`config.mk`:
```
export PLATFORM = sky130hd
export DESIGN_NAME = capture_tracker_flat
export DESIGN_NICKNAME = d
export VERILOG_FILES = /design/src/rtl/capture_tracker_if.sv /design/src/rtl/capture_tracker.sv /design/src/flat_wrapper.sv
export SDC_FILE = /design/constraint.sdc
export NUM_CORES = 1
export LEC_CHECK = 0
export BUFFER_PORTS_ARGS = -buffer_cell sky130_fd_sc_hd__buf_4
export CORE_ASPECT_RATIO = 1.2
export CORE_UTILIZATION = 40
export CTS_CLUSTER_SIZE = 12
export DETAILED_ROUTE_END_ITERATION = 7
export HOLD_SLACK_MARGIN = 0.05
export PLACE_DENSITY = 0.68
export SLEW_MARGIN = 30
export SYNTH_ARGS = -nofsm -noshare
export SYNTH_HDL_FRONTEND = slang
export SYNTH_SLANG_ARGS = --single-unit
```
`constraint.sdc`:
```
create_clock -name i_clk -period 4.4 [get_ports i_clk]
set_clock_uncertainty 0.05 [all_clocks]
set_input_delay 0.44 -clock i_clk [delete_from_list [all_inputs] [get_ports i_clk]]
set_output_delay 0.44 -clock i_clk [all_outputs]
set_load 0.03 [all_outputs]
```
`src/rtl/capture_tracker_if.sv`:
```
// Bundles the game-side signals of capture_tracker.
//   master : game FSM / random source side (drives i_*, observes o_*)
//   slave  : capture_tracker side (observes i_*, drives o_*)
// Signals:
//   i_restart       synchronous clear of all tracker state
//   i_refresh       one-cycle strobe: commit pending capture, latch new target
//   i_random        random value sampled on i_refresh
//   i_capture       capture request, qualified by i_refresh
//   o_capture       bitmap of captured slots
//   o_count         population count of o_capture
//   o_target        latched target slot index
//   o_target_valid  latched target is below N_SLOTS
//   o_new / o_dup   one-cycle result pulses of a capture
//   o_all           every slot captured (level)
interface capture_tracker_if #(
  parameter int unsigned N_SLOTS = 7,
  parameter int unsigned IDX_W   = 3
);
  localparam int unsigned CNT_W = $clog2(N_SLOTS + 1);

  logic               i_restart;
  logic               i_refresh;
  logic [IDX_W-1:0]   i_random;
  logic               i_capture;
  logic [N_SLOTS-1:0] o_capture;
  logic [CNT_W-1:0]   o_count;
  logic [IDX_W:0]     o_target;
  logic               o_target_valid;
  logic               o_new;
  logic               o_dup;
  logic               o_all;

  modport master (
    output i_restart, i_refresh, i_random, i_capture,
    input  o_capture, o_count, o_target, o_target_valid, o_new, o_dup, o_all
  );

  modport slave (
    input  i_restart, i_refresh, i_random, i_capture,
    output o_capture, o_count, o_target, o_target_valid, o_new, o_dup, o_all
  );
endinterface

```
`src/rtl/capture_tracker.sv`:
```
// Collection tracker: keeps an N_SLOTS-wide bitmap of captured slots, latches a random
// target on every refresh and commits a capture against the target latched at the
// previous refresh. Reports new/duplicate pulses, a capture count and an all-captured
// terminal state.
// Ports:
//   i_clk    system clock, all state on rising edge
//   i_rst_n  synchronous active-low reset
//   bus      capture_tracker_if.slave (restart/refresh/random/capture in, status out)
module capture_tracker #(
  parameter int unsigned N_SLOTS  = 7,
  parameter int unsigned IDX_W    = 3,
  parameter int unsigned SLOT_OFS = 0
) (
  input logic               i_clk,
  input logic               i_rst_n,
  capture_tracker_if.slave  bus
);
  localparam int unsigned CNT_W = $clog2(N_SLOTS + 1);

  typedef enum logic [1:0] {StIdle, StArmed, StDone} state_e;

  state_e             state_q, state_d;
  logic [N_SLOTS-1:0] capture_q, capture_d;
  logic [CNT_W-1:0]   count_q, count_d;
  logic [IDX_W:0]     target_q, target_d;
  logic               target_valid_q, target_valid_d;
  logic               new_q, new_d;
  logic               dup_q, dup_d;

  logic [IDX_W:0]     target_sum;
  logic               target_ok;
  logic [N_SLOTS-1:0] slot_mask;
  logic               slot_hit;

  // One extra bit keeps the offset sum from wrapping; out-of-range sums are flagged invalid.
  assign target_sum = {1'b0, bus.i_random} + (IDX_W + 1)'(SLOT_OFS);
  assign target_ok  = 32'(target_sum) < N_SLOTS;

  // Mask of the previously latched target; only consulted when that target was valid.
  assign slot_mask = {{(N_SLOTS - 1){1'b0}}, 1'b1} << target_q;
  assign slot_hit  = |(capture_q & slot_mask);

  always_comb begin
    state_d        = state_q;
    capture_d      = capture_q;
    count_d        = count_q;
    target_d       = target_q;
    target_valid_d = target_valid_q;
    new_d          = 1'b0;
    dup_d          = 1'b0;

    if (bus.i_restart) begin
      state_d        = StIdle;
      capture_d      = '0;
      count_d        = '0;
      target_d       = '0;
      target_valid_d = 1'b0;
    end else if (bus.i_refresh) begin
      unique case (state_q)
        StIdle: begin
          target_d       = target_sum;
          target_valid_d = target_ok;
          state_d        = StArmed;
        end
        StArmed: begin
          target_d       = target_sum;
          target_valid_d = target_ok;
          if (bus.i_capture && target_valid_q) begin
            if (slot_hit) begin
              dup_d = 1'b1;
            end else begin
              capture_d = capture_q | slot_mask;
              count_d   = count_q + CNT_W'(1);
              new_d     = 1'b1;
              if (count_q == CNT_W'(N_SLOTS - 1)) begin
                state_d = StDone;
              end
            end
          end
        end
        StDone: begin
          // Terminal: everything held until reset or restart.
        end
        default: state_d = StIdle;
      endcase
    end
  end

  always_ff @(posedge i_clk) begin
    if (!i_rst_n) begin
      state_q        <= StIdle;
      capture_q      <= '0;
      count_q        <= '0;
      target_q       <= '0;
      target_valid_q <= 1'b0;
      new_q          <= 1'b0;
      dup_q          <= 1'b0;
    end else begin
      state_q        <= state_d;
      capture_q      <= capture_d;
      count_q        <= count_d;
      target_q       <= target_d;
      target_valid_q <= target_valid_d;
      new_q          <= new_d;
      dup_q          <= dup_d;
    end
  end

  assign bus.o_capture      = capture_q;
  assign bus.o_count        = count_q;
  assign bus.o_target       = target_q;
  assign bus.o_target_valid = target_valid_q;
  assign bus.o_new          = new_q;
  assign bus.o_dup          = dup_q;
  assign bus.o_all          = (state_q == StDone);
endmodule

```
`src/flat_wrapper.sv`:
```
// flat-port wrapper written by rule: the top's interface ports become plain ports
module capture_tracker_flat 
#(
  parameter int unsigned N_SLOTS  = 7,
  parameter int unsigned IDX_W    = 3,
  parameter int unsigned SLOT_OFS = 0
)
  (i_clk, i_rst_n, bus_i_restart, bus_i_refresh, bus_i_random, bus_i_capture, bus_o_capture, bus_o_count, bus_o_target, bus_o_target_valid, bus_o_new, bus_o_dup, bus_o_all);
  capture_tracker_if #(.N_SLOTS(N_SLOTS), .IDX_W(IDX_W)) bus_i ();
  input logic i_clk;
  input logic i_rst_n;
  input wire logic [$bits(bus_i.i_restart)-1:0] bus_i_restart;
  input wire logic [$bits(bus_i.i_refresh)-1:0] bus_i_refresh;
  input wire logic [$bits(bus_i.i_random)-1:0] bus_i_random;
  input wire logic [$bits(bus_i.i_capture)-1:0] bus_i_capture;
  output wire logic [$bits(bus_i.o_capture)-1:0] bus_o_capture;
  output wire logic [$bits(bus_i.o_count)-1:0] bus_o_count;
  output wire logic [$bits(bus_i.o_target)-1:0] bus_o_target;
  output wire logic [$bits(bus_i.o_target_valid)-1:0] bus_o_target_valid;
  output wire logic [$bits(bus_i.o_new)-1:0] bus_o_new;
  output wire logic [$bits(bus_i.o_dup)-1:0] bus_o_dup;
  output wire logic [$bits(bus_i.o_all)-1:0] bus_o_all;
  assign bus_i.i_restart = bus_i_restart;
  assign bus_i.i_refresh = bus_i_refresh;
  assign bus_i.i_random = bus_i_random;
  assign bus_i.i_capture = bus_i_capture;
  assign bus_o_capture = bus_i.o_capture;
  assign bus_o_count = bus_i.o_count;
  assign bus_o_target = bus_i.o_target;
  assign bus_o_target_valid = bus_i.o_target_valid;
  assign bus_o_new = bus_i.o_new;
  assign bus_o_dup = bus_i.o_dup;
  assign bus_o_all = bus_i.o_all;
  capture_tracker #(.N_SLOTS(N_SLOTS), .IDX_W(IDX_W), .SLOT_OFS(SLOT_OFS)) u_core (.i_clk(i_clk), .i_rst_n(i_rst_n), .bus(bus_i));
endmodule
```
Word-level counts from Yosys, hierarchy flattened
Cells that the tools add are included.
Cells by class
  shift operators: 1
  add/subtract/negate cells: 1
  mux-type cells: 6
  magnitude comparators: 1
  equal/unequal tests: 6
  bitwise operators: 8
  reduce and logical (&&, ||, !) cells: 9
Operator list (count)
  $and 7x7->7: 1
  $or 7x7->7: 1
  $reduce_or 7->1: 1
  $shl 1x3->7 const A: 1
  $mux 2: 3
  $not 1->1: 6
  $pmux 2 s3: 1
  $reduce_and 5->1: 1
  $reduce_or 5->1: 1
  $ne 2x1->1 const B: 2
  $reduce_and 4->1: 1
  $reduce_or 2->1: 2
  $add 3x1->3 const B: 1
  $eq 3x3->1 const B: 1
  $lt 3x3->1 const B: 1
  $eq 2x1->1 const B: 1
  $eq 2x2->1 const B: 1
  $logic_not 2->1: 1
  $mux 1: 2
  $ne 2x2->1 const B: 1
  $reduce_and 2->1: 1
  $logic_and 1x1->1: 1
Word-level totals
  logic and storage cells: 39
  output and inout port bits: 18
  flip-flop bits (word level): 18
  input port bits: 8

Longest topological paths before layout
Gate-level depths: netlist (run 1).
  word-level depth: 6
  mapped depth: 5
  gate-level depth less buffers: 5

Worst setup path after synthesis (run 1)
No wires, ideal clock.
  path kind: flip-flop to flip-flop
  start: register u_core.target_q[2] (netlist: u_core.bus.o_target[2])
  end: register u_core.count_q[2] (netlist: u_core.bus.o_count[2])
  clock period less this slack: 1.660 ns
  setup time: 0.072 ns
  path slack: 2.740 ns
  required time: 4.278 ns
  data arrival time: 1.538 ns
  buffers on the path: 1
  stages on the path, launching flop included: 6
  cells stage by stage: dfxtp_1 -> buf_6 -> mux2i_1 -> o221ai_2 -> a211oi_1 -> mux2i_1
On the way
  word-level cells in the longest chain between the ends: 5
Ends and longest elaborated chain
  start, declared: line capture_tracker.sv:25  | logic [IDX_W:0] target_q, target_d;
  start signal, assigned: line capture_tracker.sv:102  | target_q <= target_d;
  $shl 1x3->7: line capture_tracker.sv:40  | assign slot_mask = {{(N_SLOTS - 1){1'b0}}, 1'b1} << target_q;
  $and 7x7->7: line capture_tracker.sv:41  | assign slot_hit = |(capture_q & slot_mask);
  $reduce_or 7->1: line capture_tracker.sv:41
  $not 1->1 (no line)
  $reduce_and 4->1 (no line)
  end signal, assigned: line capture_tracker.sv:101  | count_q <= count_d;
  end, declared: line capture_tracker.sv:24  | logic [CNT_W-1:0] count_q, count_d;
No other way between the ends.
A chain may end at the register's enable or synchronous reset.

Worst setup path in the final report (run 1)
  start: register u_core.target_q[2] (netlist: u_core.bus.o_target[2])
  end: register u_core.count_q[1] (netlist: u_core.bus.o_count[1])
Same word-level chain as after synthesis.

==> results.sh, run 1 <==
export IMPL_cts_tree="yes"
export IMPL_die_w_um=44.35
export IMPL_crit_family="flip-flops"
export IMPL_routed_wl_met2_um=805
export IMPL_worst_slew_pin_transition_ns=0.9481
export IMPL_synth_top_area_cell="dfxtp_1"
export IMPL_syn2layout_area_growth_pct=23.40
export IMPL_topRoutingLayerUsed="met4"
export IMPL_synth_commonest_cells="dfxtp_1, mux2i_1, a32o_1, nand2_1, nor2_1"
export IMPL_cp_num_buf_inv=0
export IMPL_ys_seq_area_share_pct=41.86
export IMPL_cts_buffers=3
export IMPL_synth_top_area_share_pct=41.86
export IMPL_slowest_stage="dfxtp_1"
export IMPL_async_flop_share_pct=0
export IMPL_routabilityCongestion=0.7490
export IMPL_remaining_drc_errors=0
export IMPL_antenna_found_initial=0
export IMPL_power_leakage_nw=0.4210
export IMPL_synth_edf_count=0
export IMPL_synth_most_common_cell="dfxtp_1"
export IMPL_vias=683
export IMPL_yosys_most_used_dff="dfxtp_1"
export IMPL_drt_iter0_markers=11
export IMPL_vias_per_cell=5.059
export IMPL_grt_use_total_pct=15.05
export IMPL_hold_ws_ns=0.3173
export IMPL_diodes=0
export IMPL_stdcell_area_um2=1062
export IMPL_post_cts_resized=0
export IMPL_cp_end_kind="flip-flop"
export IMPL_hold_buffers=0
export IMPL_drive_gt1_share_pct=32.38
export IMPL_maxCapViolations=0
export IMPL_synth_area_per_cell_um2=10.25
export IMPL_syn_num_nets=94
export IMPL_fin_nets=117
export IMPL_rsz0062_at_grt="false"
export IMPL_synth_cells=84
export IMPL_crit_fanout=10
export IMPL_grt_ovfl_total=0
export IMPL_grt_pass1_wl_um=2635
export IMPL_root_buffer="clkbuf_4"
export IMPL_wl_um=1658
export IMPL_ys_ff_latch=18
export IMPL_layout_min_cycle_time_ns=1.742
export IMPL_cp_cell_sequence="mux2i_1 > o221ai_2 > a21oi_4 > mux2i_1"
export IMPL_postRouteAntennaNets=0
export IMPL_post_cts_buffers=0
export IMPL_hold_depth=2
export IMPL_powerDensity_nw_per_um2=258.7
export IMPL_slew_headroom_pct=36.66
export IMPL_grt_pass1_vias=590
export IMPL_reg2reg_depth=4
export IMPL_clk_pin_slew_ns=0.10
export IMPL_ioPinCount=26
export IMPL_synth_cell_types=33
export IMPL_fin_setup_tns_ns=0
export IMPL_wl_per_cell_um=12.28
export IMPL_cts_sinks=18
export IMPL_die_y_um=52.82
export IMPL_start_util_pct=42.00
export IMPL_coreArea_um2=2049
export IMPL_synth_warnings=0
export IMPL_clk_insertion_delay_late_ns=0.28
export IMPL_cts_htree_levels=1
export IMPL_worst_path_stages=4
export IMPL_fin_total_pwr_mw=0.2748
export IMPL_io_buffers=24
export IMPL_clock_fmax_ghz=0.5740
export IMPL_drt_first_pass_iters=4
export IMPL_die_area_um2=2343
export IMPL_syn_area_um2=860.8
export IMPL_peakVddDrop_uv=152.0
export IMPL_setup_violations_final=0
export IMPL_criticalPathCategory="flip-flop to flip-flop"
export IMPL_critPathRequiredTime_ns=4.57
export IMPL_clockBufferDepth=2
export IMPL_cp_arrival_ns=1.91
export IMPL_status="complete, no violations"
export IMPL_fin_crit_sh_pct=39.59
export IMPL_synthTopCellsByArea="dfxtp_1, mux2i_1, a32o_1, ha_1, nor2b_1"
export IMPL_nFillCells=207
export IMPL_wl_met1_um=780
export IMPL_grt_start_max_net_pins=16
export IMPL_dp_hpwl_um=1229
export IMPL_final_hold_violation_count=0
export IMPL_rows=18
export IMPL_met3_length_um=62
export IMPL_critical_path_most_common_cell="mux2i_1"
export IMPL_drv_slew=0
export IMPL_dpl_instance_area_um2=1040
export IMPL_worstHoldPathType="input pin to flip-flop"
export IMPL_worstSetupStartpointType="flip-flop"
export IMPL_cp_slowest_stage_delay_ns=0.59
## layer usage
metal | up-vias | GRT usage (%)
li1 | 346 | -
met1 | 322 | 19.46
met2 | 13 | 24.75
met3 | 2 | 3.103
met4 | 0 | 4.545
met5 | - | 0
## worst paths after layout
| path | startpoint | end | slack, ns |
|---|---|---|---|
| min reg2reg | u_core.bus.o_count[2] | u_core.bus.o_count[2] | 0.44 |
| min | bus_i_refresh | u_core.state_q[0] | 0.32 |
| max reg2reg | u_core.bus.o_target[2] | u_core.bus.o_count[1] | 2.66 |
| max | u_core.bus.o_target[2] | u_core.bus.o_count[1] | 2.66 |
## report_power, final
part | switching [mW] | internal (mW)
registers | 0.00394 | 0.165
logic | 0.0157 | 0.0111
clock network | 0.0477 | 0.0317
total | 0.0673 | 0.207
## cells by family (layout without fill, tap and decap cells)
| group | Yosys count | count (layout) | synth area share, % |
|---|---|---|---|
| and+or+nand+nor | 29 | 29 | 19.62 |
| DFF | 18 | 18 | 41.86 |
| AOI/OAI and AO/OA | 16 | 16 | 18.90 |
| muxes | 9 | 9 | 10.47 |
| buffers and inverters | 9 | 30 | 5.812 |
| adders and majority gates | 2 | 2 | 2.907 |
| other | 1 | 1 | 0.4356 |
## worst reg2reg max path, cell delays in order, from the launching register on
cell and delay, ns:
dfxtp_1 0.59, mux2i_1 0.29, o221ai_2 0.20, a21oi_4 0.34, mux2i_1 0.22
## cells in the final DEF (no fill, tap or decap), types with 2 or more instances in the layout
| cell type | instances |
|---|---|
| a32o_1 | 6 |
| buf_4 | 24 |
| clkbuf_4 | 3 |
| dfxtp_1 | 18 |
| ha_1 | 2 |
| inv_1 | 3 |
| mux2i_1 | 9 |
| nand2_1 | 6 |
| nand2b_1 | 3 |
| nor2_1 | 6 |
| nor2b_1 | 4 |
| nor3_1 | 2 |
| nor3b_1 | 2 |
## metrics by stage
stage               std cells  util, %  worst slack, ns
CTS                       135    51.83            2.645
global placement          132    50.73            2.530
floorplan                  84        -            2.740
detailed placement        132    50.73            2.498
global route              135    51.83            2.533
finish                    135    51.83            2.658
## layout make-up
class                           count  area [um^2]  area share, %
Sequential cell                    18        360.3          33.92
Inverter                            3        11.26          1.060
Clock buffer                        3        22.52          2.120
Timing Repair Buffer               24        180.2          16.96
Tap cell                           30        37.54          3.534
Multi-Input combinational cell     57        450.4          42.40
## flip-flops by register name, summed over array words and instances, names as in the netlist
name                       count
u_core.bus.o_capture           7
u_core.bus.o_count             3
u_core.bus.o_target            3
u_core.state_q                 2
u_core.bus.o_dup               1
u_core.bus.o_new               1
u_core.bus.o_target_valid      1
No activity file was read; power rests on OpenSTA's default activity.
==> run 2, diff against run 1 <==
PLACE_DENSITY = 0.7   (was 0.68)
clock period = 1.6 ns   (was 4.4 ns; I/O delays follow)
==> run 2 against run 1 <==
Against the previous run:
- clock-buffer cell count did not move
- final cell count is 5.9% higher
- die area unchanged
- combinational power rose to 3.3 times the previous value
- register-to-register slack got worse by 2.6 ns
- sequential power increased to 2.7 times the previous value
- largest cell class unchanged
- sequential share of layout area fell by 2.3 points
- global-route usage rose by 1.7 points
- final area rose by 8.6%
==> results.sh, run 2 (same netlist as run 1, synthesis figures left out) <==
export IMPL_ioPinCount=26
export IMPL_powerDensity_nw_per_um2=660.0
export IMPL_cp_num_buf_inv=0
export IMPL_topRoutingLayerUsed="met4"
export IMPL_pre_cts_ws_ns=0.02365
export IMPL_final_hold_violation_count=0
export IMPL_peakVddDrop_uv=537.5
export IMPL_wl_um=1806
export IMPL_maxCapViolations=0
export IMPL_criticalPathCategory="flip-flop to flip-flop"
export IMPL_die_y_um=52.82
export IMPL_cts_htree_levels=1
export IMPL_start_util_pct=42.00
export IMPL_layout_min_cycle_time_ns=1.536
export IMPL_cp_arrival_ns=1.67
export IMPL_hold_depth=3
export IMPL_diodes=0
export IMPL_die_w_um=44.35
export IMPL_drt_iter0_markers=4
export IMPL_antenna_found_initial=0
export IMPL_drive_gt1_share_pct=40.71
export IMPL_cts_tree="yes"
export IMPL_coreArea_um2=2049
export IMPL_postRouteAntennaNets=0
export IMPL_drt_first_pass_iters=4
export IMPL_cp_cell_sequence="mux2i_1 > a22oi_2 > a21oi_2 > a32o_1"
export IMPL_largest_register_ffs=7
export IMPL_multi_input_area_um2=481.7
export IMPL_vias_per_cell=5.196
export IMPL_fin_ws_ns=0.06431
export IMPL_wl_met1_um=703
export IMPL_clock_fmax_ghz=0.6512
export IMPL_cts_sinks=18
export IMPL_cp_slowest_stage_delay_ns=0.41
export IMPL_critPathRequiredTime_ns=1.73
export IMPL_status="complete, no violations"
export IMPL_cp_end_kind="flip-flop"
export IMPL_grt_start_max_net_pins=11
export IMPL_final_cell_mix="buf_4, dfxtp_1, mux2i_1"
export IMPL_worstHoldPathType="input pin to flip-flop"
export IMPL_vias=743
export IMPL_routed_wl_met2_um=1000
export IMPL_seq_area_um2=365.4
export IMPL_stdcell_count=143
export IMPL_wl_per_cell_um=12.63
export IMPL_final_common_cell="buf_4"
export IMPL_power_leakage_nw=0.4621
export IMPL_fin_total_pwr_mw=0.7614
export IMPL_nFillCells=182
export IMPL_met3_length_um=79
export IMPL_die_area_um2=2343
export IMPL_worst_path_stages=4
export IMPL_drv_slew=0
export IMPL_dp_hpwl_um=1343
export IMPL_grt_pass1_wl_um=2787
export IMPL_grt_pass1_vias=661
export IMPL_crit_family="compound AO/OA/AOI/OAI gates"
export IMPL_clk_pin_slew_ns=0.09
export IMPL_syn2layout_area_growth_pct=34.01
export IMPL_clockBufferDepth=2
export IMPL_crit_fanout=7
export IMPL_hold_ws_ns=0.06951
export IMPL_root_buffer="clkbuf_4"
export IMPL_routabilityCongestion=0.7269
export IMPL_worstSetupStartpointType="flip-flop"
export IMPL_slowest_stage="a22oi_2"
export IMPL_setup_violations_final=0
export IMPL_rows=18
export IMPL_grt_use_total_pct=16.70
export IMPL_remaining_drc_errors=0
export IMPL_reg2reg_depth=4
export IMPL_fin_nets=125
export IMPL_clk_insertion_delay_late_ns=0.28
export IMPL_grt_ovfl_total=0
export IMPL_fin_crit_sh_pct=95.98
export IMPL_dp_cells=136
export IMPL_io_buffers=24
export IMPL_cts_buffers=3
-- run 2: cell count changes in the layout (fill, tap and decap cells not counted), sizes merged --
cell	before	now
dlygate4sd3	0	1
buf	24	30
a21oi	2	3
-- run 2: per-layer routing --
layer	global-route usage [%]	vias to the layer above
met2	31.86	20
met3	3.103	4
li1	-	369
met4	9.091	0
met5	0	-
met1	16.39	350
-- run 2: worst paths after layout --
kind	startpoint	to	slack, ns
min	bus_i_random[1]	u_core.bus.o_target[1]	0.07
max	u_core.bus.o_target[2]	u_core.bus.o_capture[3]	0.06
max reg2reg	u_core.bus.o_target[2]	u_core.bus.o_capture[3]	0.06
min reg2reg	u_core.bus.o_count[2]	u_core.bus.o_count[2]	0.44
-- run 2: metrics by stage --
| stage | utilization, % | area, um^2 | setup TNS [ns] |
|---|---|---|---|
| global placement | 52.32 | 1072 | 0 |
| detailed placement | 52.32 | 1072 | 0 |
| finish | 56.29 | 1154 | 0 |
| floorplan | - | 863.3 | 0 |
| CTS | 53.91 | 1105 | 0 |
| global route | 56.29 | 1154 | -0.07476 |
-- run 2: layout make-up --
class	instances	area share, %
multi-input cells	58	41.76
well taps	30	3.254
inverters	3	0.9761
repair buffers	31	20.39
flip-flops and latches	18	31.67
clock buffers	3	1.952
-- run 2: worst reg2reg max path: stages, from the launching register on --
cell,delay (ns)
dfxtp_4,0.39
mux2i_1,0.14
a22oi_2,0.41
a21oi_2,0.16
a32o_1,0.28
-- run 2: power by group --
| group | internal, mW | leakage, nW | switching, mW |
|---|---|---|---|
| registers | 0.452 | 0.147 | 0.0103 |
| clock network | 0.0874 | 0.0138 | 0.123 |
| logic | 0.0408 | 0.302 | 0.0478 |
-- run 2: repair_timing --
action | CTS | global route
hold buffers | 1 | 0
setup buffers | 0 | 2
gates resized for setup | 0 | 5
endpoints found under the hold margin | 1 | 0
setup endpoints to repair | 0 | 11
==> run 3, diff against run 2 <==
CORE_ASPECT_RATIO = not set   (was 1.2)
CTS_CLUSTER_SIZE = 16   (was 12)
==> run 3 against run 2 <==
Against the previous run:
- routed wire length decreased by 4.0%
- sequential share of layout area decreased by 0.13 points
- largest power group unchanged
- via count decreased by 3.5%
==> results.sh, run 3 (same netlist as run 1, synthesis figures left out) <==
export IMPL_r2r_slack_ns=0.08
export IMPL_final_cell_mix="buf_4, dfxtp_1, mux2i_1"
export IMPL_drt_first_pass_iters=4
export IMPL_diodes=0
export IMPL_coreArea_um2=2002
export IMPL_rows=16
export IMPL_clockBufferDepth=2
export IMPL_layout_min_cycle_time_ns=1.519
export IMPL_maxCapViolations=0
export IMPL_worstHoldPathType="input pin to flip-flop"
export IMPL_cts_htree_levels=1
export IMPL_cts_sinks=18
export IMPL_clk_insertion_delay_late_ns=0.28
export IMPL_dpl_instance_area_um2=1069
export IMPL_status="complete, no violations"
export IMPL_final_hold_violation_count=0
export IMPL_fin_crit_sh_pct=94.94
export IMPL_io_buffers=24
export IMPL_fin_nets=125
export IMPL_syn2layout_area_growth_pct=35.03
export IMPL_die_w_um=48.39
export IMPL_setup_violations_final=0
export IMPL_critPathRequiredTime_ns=1.74
export IMPL_worstSetupStartpointType="flip-flop"
export IMPL_pre_cts_ws_ns=0.01720
export IMPL_criticalPathCategory="flip-flop to flip-flop"
export IMPL_nFillCells=188
export IMPL_routabilityCongestion=0.7639
export IMPL_vias=717
export IMPL_die_area_um2=2342
export IMPL_drv_slew=0
export IMPL_crit_fanout=8
export IMPL_cts_buffers=3
export IMPL_root_buffer="clkbuf_4"
export IMPL_peakVddDrop_uv=525.8
export IMPL_wl_um=1734
export IMPL_critPathLaunch="u_core.bus.o_target[2]"
export IMPL_crit_end="u_core.bus.o_capture[1]"
export IMPL_stdcell_count=141
export IMPL_grt_pass1_wl_um=2898
export IMPL_wl_per_cell_um=12.30
export IMPL_clk_pin_slew_ns=0.10
export IMPL_cts_tree="yes"
export IMPL_r2r_end="u_core.bus.o_capture[1]"
export IMPL_grt_pass1_vias=662
export IMPL_power_leakage_nw=0.4687
export IMPL_slowest_stage="a22oi_2"
export IMPL_cp_cell_sequence="mux2i_1 > a22oi_2 > a21oi_4 > a32o_1"
export IMPL_stdcell_area_um2=1162
export IMPL_r2r_start="u_core.bus.o_target[2]"
export IMPL_cp_arrival_ns=1.66
export IMPL_fin_ws_ns=0.08097
export IMPL_postRouteAntennaNets=0
export IMPL_drive_gt1_share_pct=41.23
export IMPL_clock_fmax_ghz=0.6583
export IMPL_die_y_um=48.39
export IMPL_dp_cells=133
export IMPL_vias_per_cell=5.085
export IMPL_dp_hpwl_um=1262
export IMPL_hp_start="bus_i_random[0]"
export IMPL_start_util_pct=43.00
export IMPL_largest_register_ffs=7
export IMPL_ioPinCount=26
export IMPL_grt_ovfl_total=0
export IMPL_finish_utilization_pct=58.06
export IMPL_powerDensity_nw_per_um2=705.6
export IMPL_reg2reg_depth=4
export IMPL_remaining_drc_errors=0
export IMPL_cp_slowest_stage_delay_ns=0.41
export IMPL_antenna_found_initial=0
export IMPL_drt_iter0_markers=18
export IMPL_cp_end_kind="flip-flop"
export IMPL_grt_use_total_pct=16.01
export IMPL_grt_start_max_net_pins=11
export IMPL_final_common_cell="buf_4"
## run 3: worst min-delay path by stage
stage,to,depth (start not counted)
after floorplan,u_core.state_q[0],1
after global placement,u_core.state_q[0],2
after detailed placement,u_core.state_q[0],2
after CTS,u_core.bus.o_target[0],3
after global routing,u_core.bus.o_target[2],3
final,u_core.bus.o_target[0],3
## run 3: report_power, final
part           internal (mW)  switching [mW]
Clock                  0.138           0.132
Sequential             0.452          0.0101
Combinational         0.0404          0.0473
Total                  0.631           0.189
## run 3: metrics by stage
| stage | hold slack (ns) | setup TNS [ns] | total power [mW] |
|---|---|---|---|
| after global routing | 0.08995 | -0.008518 | 0.8613 |
| after floorplan | 0.2083 | 0 | 0.5240 |
| after CTS | 0.07124 | 0 | 0.8258 |
| after global placement | 0.3338 | 0 | 0.5524 |
| after detailed placement | 0.3373 | 0 | 0.5541 |
| final | 0.07439 | 0 | 0.8202 |
## run 3: cell type report
class,count,area (um^2),area share [%]
multi-input cells,58,479.2,41.23
well taps,27,33.78,2.906
inverters,3,11.26,0.9688
repair buffers,31,235.2,20.24
clock buffers,4,36.28,3.122
flip-flops and latches,18,366.6,31.54
## run 3: repair_timing
action                                 in CTS  in global routing
resized for setup                           0                  5
hold buffers                                1                  0
setup endpoints to repair                   0                 12
endpoints found under the hold margin       1                  0
buffers inserted                            0                  2
## run 3: critical path, delay by kind of cell (launching register included)
kind           cells  cell delay (ns)
flip-flops         1             0.39
AO/OA/AOI/OAI      3             0.84
multiplexers       1             0.14
## run 3: metal layers
| layer | up-vias | wire length [um] | share of wire, % | GRT usage, % |
|---|---|---|---|---|
| met5 | - | 0 | 0 | 0 |
| met1 | 330 | 823 | 47 | 20.24 |
| li1 | 369 | - | - | - |
| met4 | 0 | 16 | 0.92 | 5.882 |
| met2 | 16 | 825 | 48 | 26.53 |
| met3 | 2 | 68 | 3.9 | 3.774 |
